===== src/rtl/image_pass_sequencer.sv =====
// rtl/image_pass_sequencer.sv - runs masked image passes in index order and owns the shared RAM port
module image_pass_sequencer #(
    parameter int NUM_STAGES     = 4,
    parameter int ADDR_W         = 18,
    parameter int DATA_W         = 32,
    parameter int TIMEOUT_CYCLES = 1000000
) (
    input  logic                         clk,
    input  logic                         reset,
    input  logic                         start,
    input  logic [NUM_STAGES-1:0]        stage_mask,
    input  logic                         pause_in,
    output logic                         pause_out,
    output logic [NUM_STAGES-1:0]        stage_enable,
    input  logic [NUM_STAGES-1:0]        stage_done,
    input  logic [NUM_STAGES-1:0]        stage_wren,
    input  logic [NUM_STAGES*ADDR_W-1:0] stage_address,
    input  logic [NUM_STAGES*DATA_W-1:0] stage_data_write,
    output logic                         mem_wren,
    output logic [ADDR_W-1:0]            mem_address,
    output logic [DATA_W-1:0]            mem_data_write,
    output logic [2:0]                   active_stage,
    output logic                         busy,
    output logic                         done,
    output logic                         timeout_error
);
    localparam int CNT_W = $clog2(TIMEOUT_CYCLES + 1);
    localparam logic [CNT_W-1:0] CNT_FULL = CNT_W'(TIMEOUT_CYCLES);
    localparam logic [CNT_W-1:0] CNT_LAST = CNT_W'(TIMEOUT_CYCLES - 1);

    typedef enum logic [2:0] {IDLE, SELECT, RUN, DRAIN, FINISH} state_t;

    state_t                state, state_next;
    logic [3:0]            idx;
    logic [NUM_STAGES-1:0] mask_q;
    logic [CNT_W-1:0]      cnt;
    logic [3:0]            sel_idx;
    logic                  sel_found;
    logic                  cur_done;
    logic                  timeout_hit;

    // Descending scan so the lowest qualifying index is the last one written.
    always_comb begin
        sel_found = 1'b0;
        sel_idx   = idx;
        for (int i = NUM_STAGES - 1; i >= 0; i--) begin
            if (mask_q[i] && (4'(i) >= idx)) begin
                sel_found = 1'b1;
                sel_idx   = 4'(i);
            end
        end
    end

    always_comb begin
        cur_done       = 1'b0;
        stage_enable   = '0;
        mem_wren       = 1'b0;
        mem_address    = '0;
        mem_data_write = '0;
        for (int i = 0; i < NUM_STAGES; i++) begin
            if (idx == 4'(i)) begin
                cur_done = stage_done[i];
                if (state == RUN) begin
                    stage_enable[i] = 1'b1;
                    mem_wren        = stage_wren[i];
                    mem_address     = stage_address[i*ADDR_W +: ADDR_W];
                    mem_data_write  = stage_data_write[i*DATA_W +: DATA_W];
                end
            end
        end
    end

    assign timeout_hit  = !pause_in && (cnt == CNT_LAST);
    assign pause_out    = pause_in;
    assign busy         = (state != IDLE);
    assign done         = (state == FINISH);
    assign active_stage = idx[2:0];

    always_comb begin
        state_next = state;
        case (state)
            IDLE:    if (start) state_next = SELECT;
            SELECT:  state_next = sel_found ? RUN : FINISH;
            RUN:     if (cur_done || timeout_hit) state_next = DRAIN;
            DRAIN:   if (!cur_done) state_next = SELECT;
            FINISH:  state_next = IDLE;
            default: state_next = IDLE;
        endcase
    end

    always_ff @(posedge clk) begin
        if (reset) begin
            state         <= IDLE;
            idx           <= '0;
            mask_q        <= '0;
            cnt           <= '0;
            timeout_error <= 1'b0;
        end else begin
            state <= state_next;
            case (state)
                IDLE: begin
                    if (start) begin
                        mask_q        <= stage_mask;
                        timeout_error <= 1'b0;
                        idx           <= '0;
                        cnt           <= '0;
                    end
                end
                SELECT: begin
                    if (sel_found) idx <= sel_idx;
                end
                RUN: begin
                    if (!cur_done) begin
                        // Abort empties the mask so SELECT falls straight through to FINISH.
                        if (timeout_hit) begin
                            timeout_error <= 1'b1;
                            mask_q        <= '0;
                        end
                        if (!pause_in && (cnt != CNT_FULL)) cnt <= cnt + 1'b1;
                    end
                end
                DRAIN: begin
                    if (!cur_done) begin
                        idx <= idx + 4'd1;
                        cnt <= '0;
                    end
                end
                default: ;
            endcase
        end
    end
endmodule


===== config.mk =====
export PLATFORM = sky130hd
export DESIGN_NAME = image_pass_sequencer
export DESIGN_NICKNAME = d
export VERILOG_FILES = /design/src/rtl/image_pass_sequencer.sv
export SDC_FILE = /design/constraint.sdc
export NUM_CORES = 1
export LEC_CHECK = 0
export BUFFER_PORTS_ARGS = -buffer_cell sky130_fd_sc_hd__buf_2
export CAP_MARGIN = 20
export CELL_PAD_IN_SITES_DETAIL_PLACEMENT = 0
export CELL_PAD_IN_SITES_GLOBAL_PLACEMENT = 1
export CORE_MARGIN = 5
export CORE_UTILIZATION = 27
export CTS_BUF_LIST = sky130_fd_sc_hd__clkbuf_4
export DETAILED_ROUTE_END_ITERATION = 7
export PLACE_DENSITY_LB_ADDON = 0.25
export RECOVER_POWER = 50
export SLEW_MARGIN = 40
export SYNTH_ARGS = -nofsm -noshare
export SYNTH_HDL_FRONTEND = slang
export SYNTH_SLANG_ARGS = --single-unit
export TNS_END_PERCENT = 5

===== constraint.sdc =====
create_clock -name clk -period 5 [get_ports clk]
set_input_delay 0.5 -clock clk [delete_from_list [all_inputs] [get_ports clk]]
set_output_delay 0.5 -clock clk [all_outputs]
set_load 0.05 [all_outputs]

After elaboration in Yosys (flattened, before gate mapping):

Cells that the tools add are included.

* ROM bits: 0
* word-level logic and storage cells: 109
* output and inout port bits: 62
* RAM bits: 0
* register bits: 32
* memories kept: 0
* bits in latches: 0

* magnitude comparators: 4
* equality and inequality tests: 17
* bitwise operators: 0
* $add $sub $neg: 2
* reduce and logical (&&, ||, !) cells: 18
* div/mod/pow operators: 0
* mux-type cells: 63
* multiply operators: 0
* shifts and indexed selects: 0

Operators by type and width (number)
* $mux W32: 8
* $mux W18: 8
* $mux W20: 4
* $pmux W20 S3: 1
* $mux W4: 10
* $mux W1: 24
* $add A20 B1 Y20 const B: 1
* $eq A20 B20 Y1 const B: 1
* $ne A20 B20 Y1 const B: 1
* $mux W3: 4
* $pmux W3 S4: 1
* $pmux W4 S3: 1
* $ne A2 B2 Y1 const B: 5
* $reduce_and A5 Y1: 2
* $reduce_bool A3 Y1: 3
* $eq A4 B2 Y1 const B: 2
* $ge A1 B4 Y1 const A: 2
* $ge A2 B4 Y1 const A: 2
* $pmux W4 S2: 1
* $eq A3 B2 Y1 const B: 2
* $logic_and A1 B1 Y1: 6
* $ne A5 B5 Y1 const B: 1
* $add A4 B1 Y4 const B: 1
* $eq A4 B1 Y1 const B: 1
* other kinds (11): 12

Longest topological paths before layout:

* word-level depth: 9
* gate-level depth with buffers: 10

Worst setup path after synthesis:

OpenSTA, ideal clock, no wires.

* path type: register -> output
* start: register state[1]
* end: output port mem_address[10]
* cell stages (with the launch flop): 8
* path slack: 1.375 ns
* data arrival time: 3.125 ns
* path buffers: 2
* path through: dfxtp_1 nor3b_1 and3_1 and2_1 buf_2 clkbuf_1 a221oi_1 o21ai_0

* cells in the longest elaborated chain, start to end: 9

RTL lines
* from (decl): line 33 `state_t state, state_next;`
* from (signal assigned): line 99 `state <= state_next;`
* $eq A3 B2 Y1 (*): line 63 `if (state == RUN) begin`
* $mux W18: line 63
* $mux W18: line 61 `if (idx == 4'(i)) begin`
* $mux W18: line 63
* $mux W18: line 61
* $mux W18: line 63
* $mux W18: line 61
* $mux W18: line 63
* $mux W18 (*): line 61
* to (decl): line 20 `output logic [ADDR_W-1:0] mem_address,`

Every way passes the cells marked *; elsewhere a longest branch is shown, timed or not.

Worst setup path after layout:

* start: register state[1]
* end: output port mem_data_write[13]

* cells in the longest elaborated chain, start to end: 9

RTL lines
* $eq A3 B2 Y1 (*): line 63
* $mux W32: line 63
* $mux W32: line 61
* $mux W32: line 63
* $mux W32: line 61
* $mux W32: line 63
* $mux W32: line 61
* $mux W32: line 63
* $mux W32 (*): line 61
* to (decl): line 21 `output logic [DATA_W-1:0] mem_data_write,`

Marked as above.

==> run_results.csv <==
group,metric,value,unit
worst_setup_path,crit_fanout,36,
die,die_area,14400,um^2
cts,clk_latency,0.33,ns
timing,hold_violations,0,
global_routing,grtUsageTotal,21.9,%
timing,fin_tns_setup,0,ns
route,avgViaCountPerCell,5.54,
synth,ys.warnings.count,0,
worst_hold_path,hold_path.class,"in2reg",
power_and_ir_drop,pwr-share-comb,48.1,%
power_and_ir_drop,p_switching,400,uW
timing,period_share,83.8,%
die,dieWidth,120,um
timing,setup_viol,0,
power_and_ir_drop,power.total,924,uW
synth,synth_edf_count,0,
place,dpl.hpwl,13700,um
place,place.gp.congestion,1.08,
worst_setup_path,critPathRequiredTime,4.50,ns
timing,drv_slew,0,
worst_setup_path,critPathArrivalTime,3.69,ns
place,port_buffers,277,
power_and_ir_drop,seqPwrFrac,30.3,%
timing,slew-limit-headroom,5.81,%
global_routing,grt_pass1_vias,4549,
synth,yosys-top-cells-area,"dfxtp_1 20%, o21ai_0 17%, a221oi_1 14%, nand2_1 9.4%, clkbuf_1 3.0%",
cts,cts_setup_buffers,0,
global_routing,antenna_found_initial,7,
cts,clk_pin_slew,0.10,ns
worst_hold_path,hold_depth,2,
global_routing,gr-total-overflow,0,
synth,syn_nets,715,
cts,cts_tree,"done",
synth,async_reset_ff_share,0,%
cts,cts_buffer_depth,2,
cts,cts_buffers,5,
cells_and_area,drive_above_1_share,40.2,%
cts,ctsHtreeMaxLevel,2,
power_and_ir_drop,max-vdd-ir-drop,0.0932,mV
run_status,status,"finished clean",
synth,synth_ff_type,"dfxtp_1",
route,vias,4909,
worst_setup_path,reg2reg_slack,2.13,ns
worst_setup_path,r2r_start,"state[1]",
die,die_h,120,um
cts,clkSinkCount,32,
timing,finClkSkew,0.0101,ns
route,dr.pass1.iters,5,
flow_run,cap_violations,0,
route,drt-total-wl,17300,um
synth,ys_seq_area_share,19.6,%
worst_hold_path,min_to,"mask_q[3]",
power_and_ir_drop,p_leak,0.00212,uW
cts,cts_root_buf,"clkbuf_4",
cts,hold_buffers,0,
worst_setup_path,ff2ff_path_depth,7,
timing,tightest_slew,1.41,ns
die,initial_core_util,27.4,%
worst_setup_path,critical_path_class,"reg2out",
synth,ys_ff_latch,32,
cts,ctsResizeCount,0,
power_and_ir_drop,clock_power_share,21.6,%
die,ioPinCount,278,
die,core,11900,um^2
worst_setup_path,end_kind,"output port",
route,antenna_left,0,
global_routing,grt_max_degree,53,
synth,yosys.area.top_type,"dfxtp_1",
synth,synth_cell_types,55,
cells_and_area,area_growth_syn_to_layout,45.0,%
timing,grt_setup_unrepaired,"false",
worst_setup_path,crit_path_start_kind,"flop",
timing,layout_min_cycle_time,4.19,ns
route,dr.first_iter.drc_count,346,
global_routing,grt_pass1_wl,25200,um
power_and_ir_drop,power.density,195,nW/um^2
synth,synth_top_area_share,19.6,%
route,wl_per_cell,19.5,um
worst_setup_path,r2r-end,"cnt[8]",
power_and_ir_drop,p_sw_share,43.3,%
synth,syn_area,3260,um^2
synth,avgSynthCellArea,6.61,um^2
synth,synthCells,494,
route,drc_errors,0,
power_and_ir_drop,internal_power,525,uW
die,row_count,40,
cells_and_area,fin_nets,956,
worst_hold_path,min_from,"stage_mask[3]",
timing,fmaxAchievable,0.239,GHz
## cells in the final DEF, fill, tap and decap left out, types with 10 or more instances in the layout
master / netlist / routed
buf_2: 17 / 270
o21ai_0: 108 / 109
nand2_1: 82 / 82
a221oi_1: 52 / 52
dfxtp_1: 32 / 32
nor2_1: 21 / 21
a21oi_1: 18 / 18
nor3_1: 14 / 14
inv_1: 10 / 10
## flip-flops by register name, summed over array words and instances (netlist names)
register	cells
state	3
timeout_error	1
cnt	20
idx	4
mask_q	4
## cell type report
cell class,instances,area (um^2)
fillers,1297,7180
multi-input cells,400,2340
repair buffers,284,1430
flip-flops and latches,32,641
well taps,147,184
inverters,12,47.5
clock buffers,6,45.0
clock inverters,2,35.0
diodes,3,7.51
## synth_stat cells (2+ instances only)
cell type	instances
dfxtp_1	32
a21o_1	2
o31ai_1	2
or2_2	4
o211ai_1	2
or3_1	3
o21ai_0	108
clkbuf_1	26
nor4_1	2
and2_1	2
buf_2	17
nor2_1	21
a22oi_1	3
nand3b_1	2
nor3_1	14
a221oi_1	52
nor2b_1	2
a31oi_1	5
nand3_1	8
nand4_1	3
clkinv_1	2
buf_4	4
a31o_2	2
a41oi_1	3
a22o_1	4
buf_6	2
a21oi_1	18
ha_1	5
a311oi_1	7
nand2_1	82
and4_1	3
nor3b_1	2
or4bb_1	2
o21ai_1	9
inv_1	10
nand2b_1	6
and3_1	5
## worst max-delay path by stage
stage / endpoint / from
detailed placement: mem_data_write[13] / state[1]
CTS: mem_data_write[12] / state[1]
floorplan: mem_address[10] / state[1]
global placement: mem_data_write[7] / state[2]
finish: mem_data_write[13] / state[1]
global route: mem_data_write[23] / state[2]
## per-stage QoR
stage	hold slack [ns]	setup WS, ns	instance area, um^2	std cells	util, %
6_report	0.382	0.812	4730	886	39.7
5_1_grt	0.367	0.479	4730	886	39.7
4_1_cts	0.368	1.23	4740	883	39.8
3_5_place_dp	0.466	1.62	4660	875	39.1
3_3_place_gp	0.463	1.52	4650	875	39.1
2_1_floorplan	0.442	1.38	3260	494	-
## worst max-delay path: stages (launching register included)
cell	delay (ns)
dfxtp_1	0.59
nor3b_1	0.23
clkbuf_1	0.58
and3_1	0.28
and2_2	0.63
buf_4	0.36
a221oi_1	0.12
o21ai_0	0.24
buf_2	0.31
## power by group through the flow
stage                     Sequential [uW]  Combinational, uW  Clock [uW]
final                                 280                445         200
after floorplan                       276                292           0
after CTS                             279                445         207
after detailed placement              285                445           0
after global routing                  283                479         218
after global placement                285                442           0
## per-layer routing
layer  global-route usage, %  vias up  wire, um  part of all wire [%]
met4                    5.94        6       491                   2.8
met2                    34.2      258      7660                    44
met3                    7.87       39      1760                    10
li1                        -     2372         -                     -
met1                    28.4     2234      7370                    43
met5                       0        -        34                  0.20
## kinds of logic after synthesis
group	after synthesis	share of synthesized area [%]
AO/OA/AOI/OAI	226	44.4
flip-flops	32	19.6
multiplexers	1	0.307
adder cells (fa/ha/maj)	5	1.92
buffers and inverters	62	8.74
AND/OR/NAND/NOR	168	25.0
No activity file was read; power rests on OpenSTA's default activity.
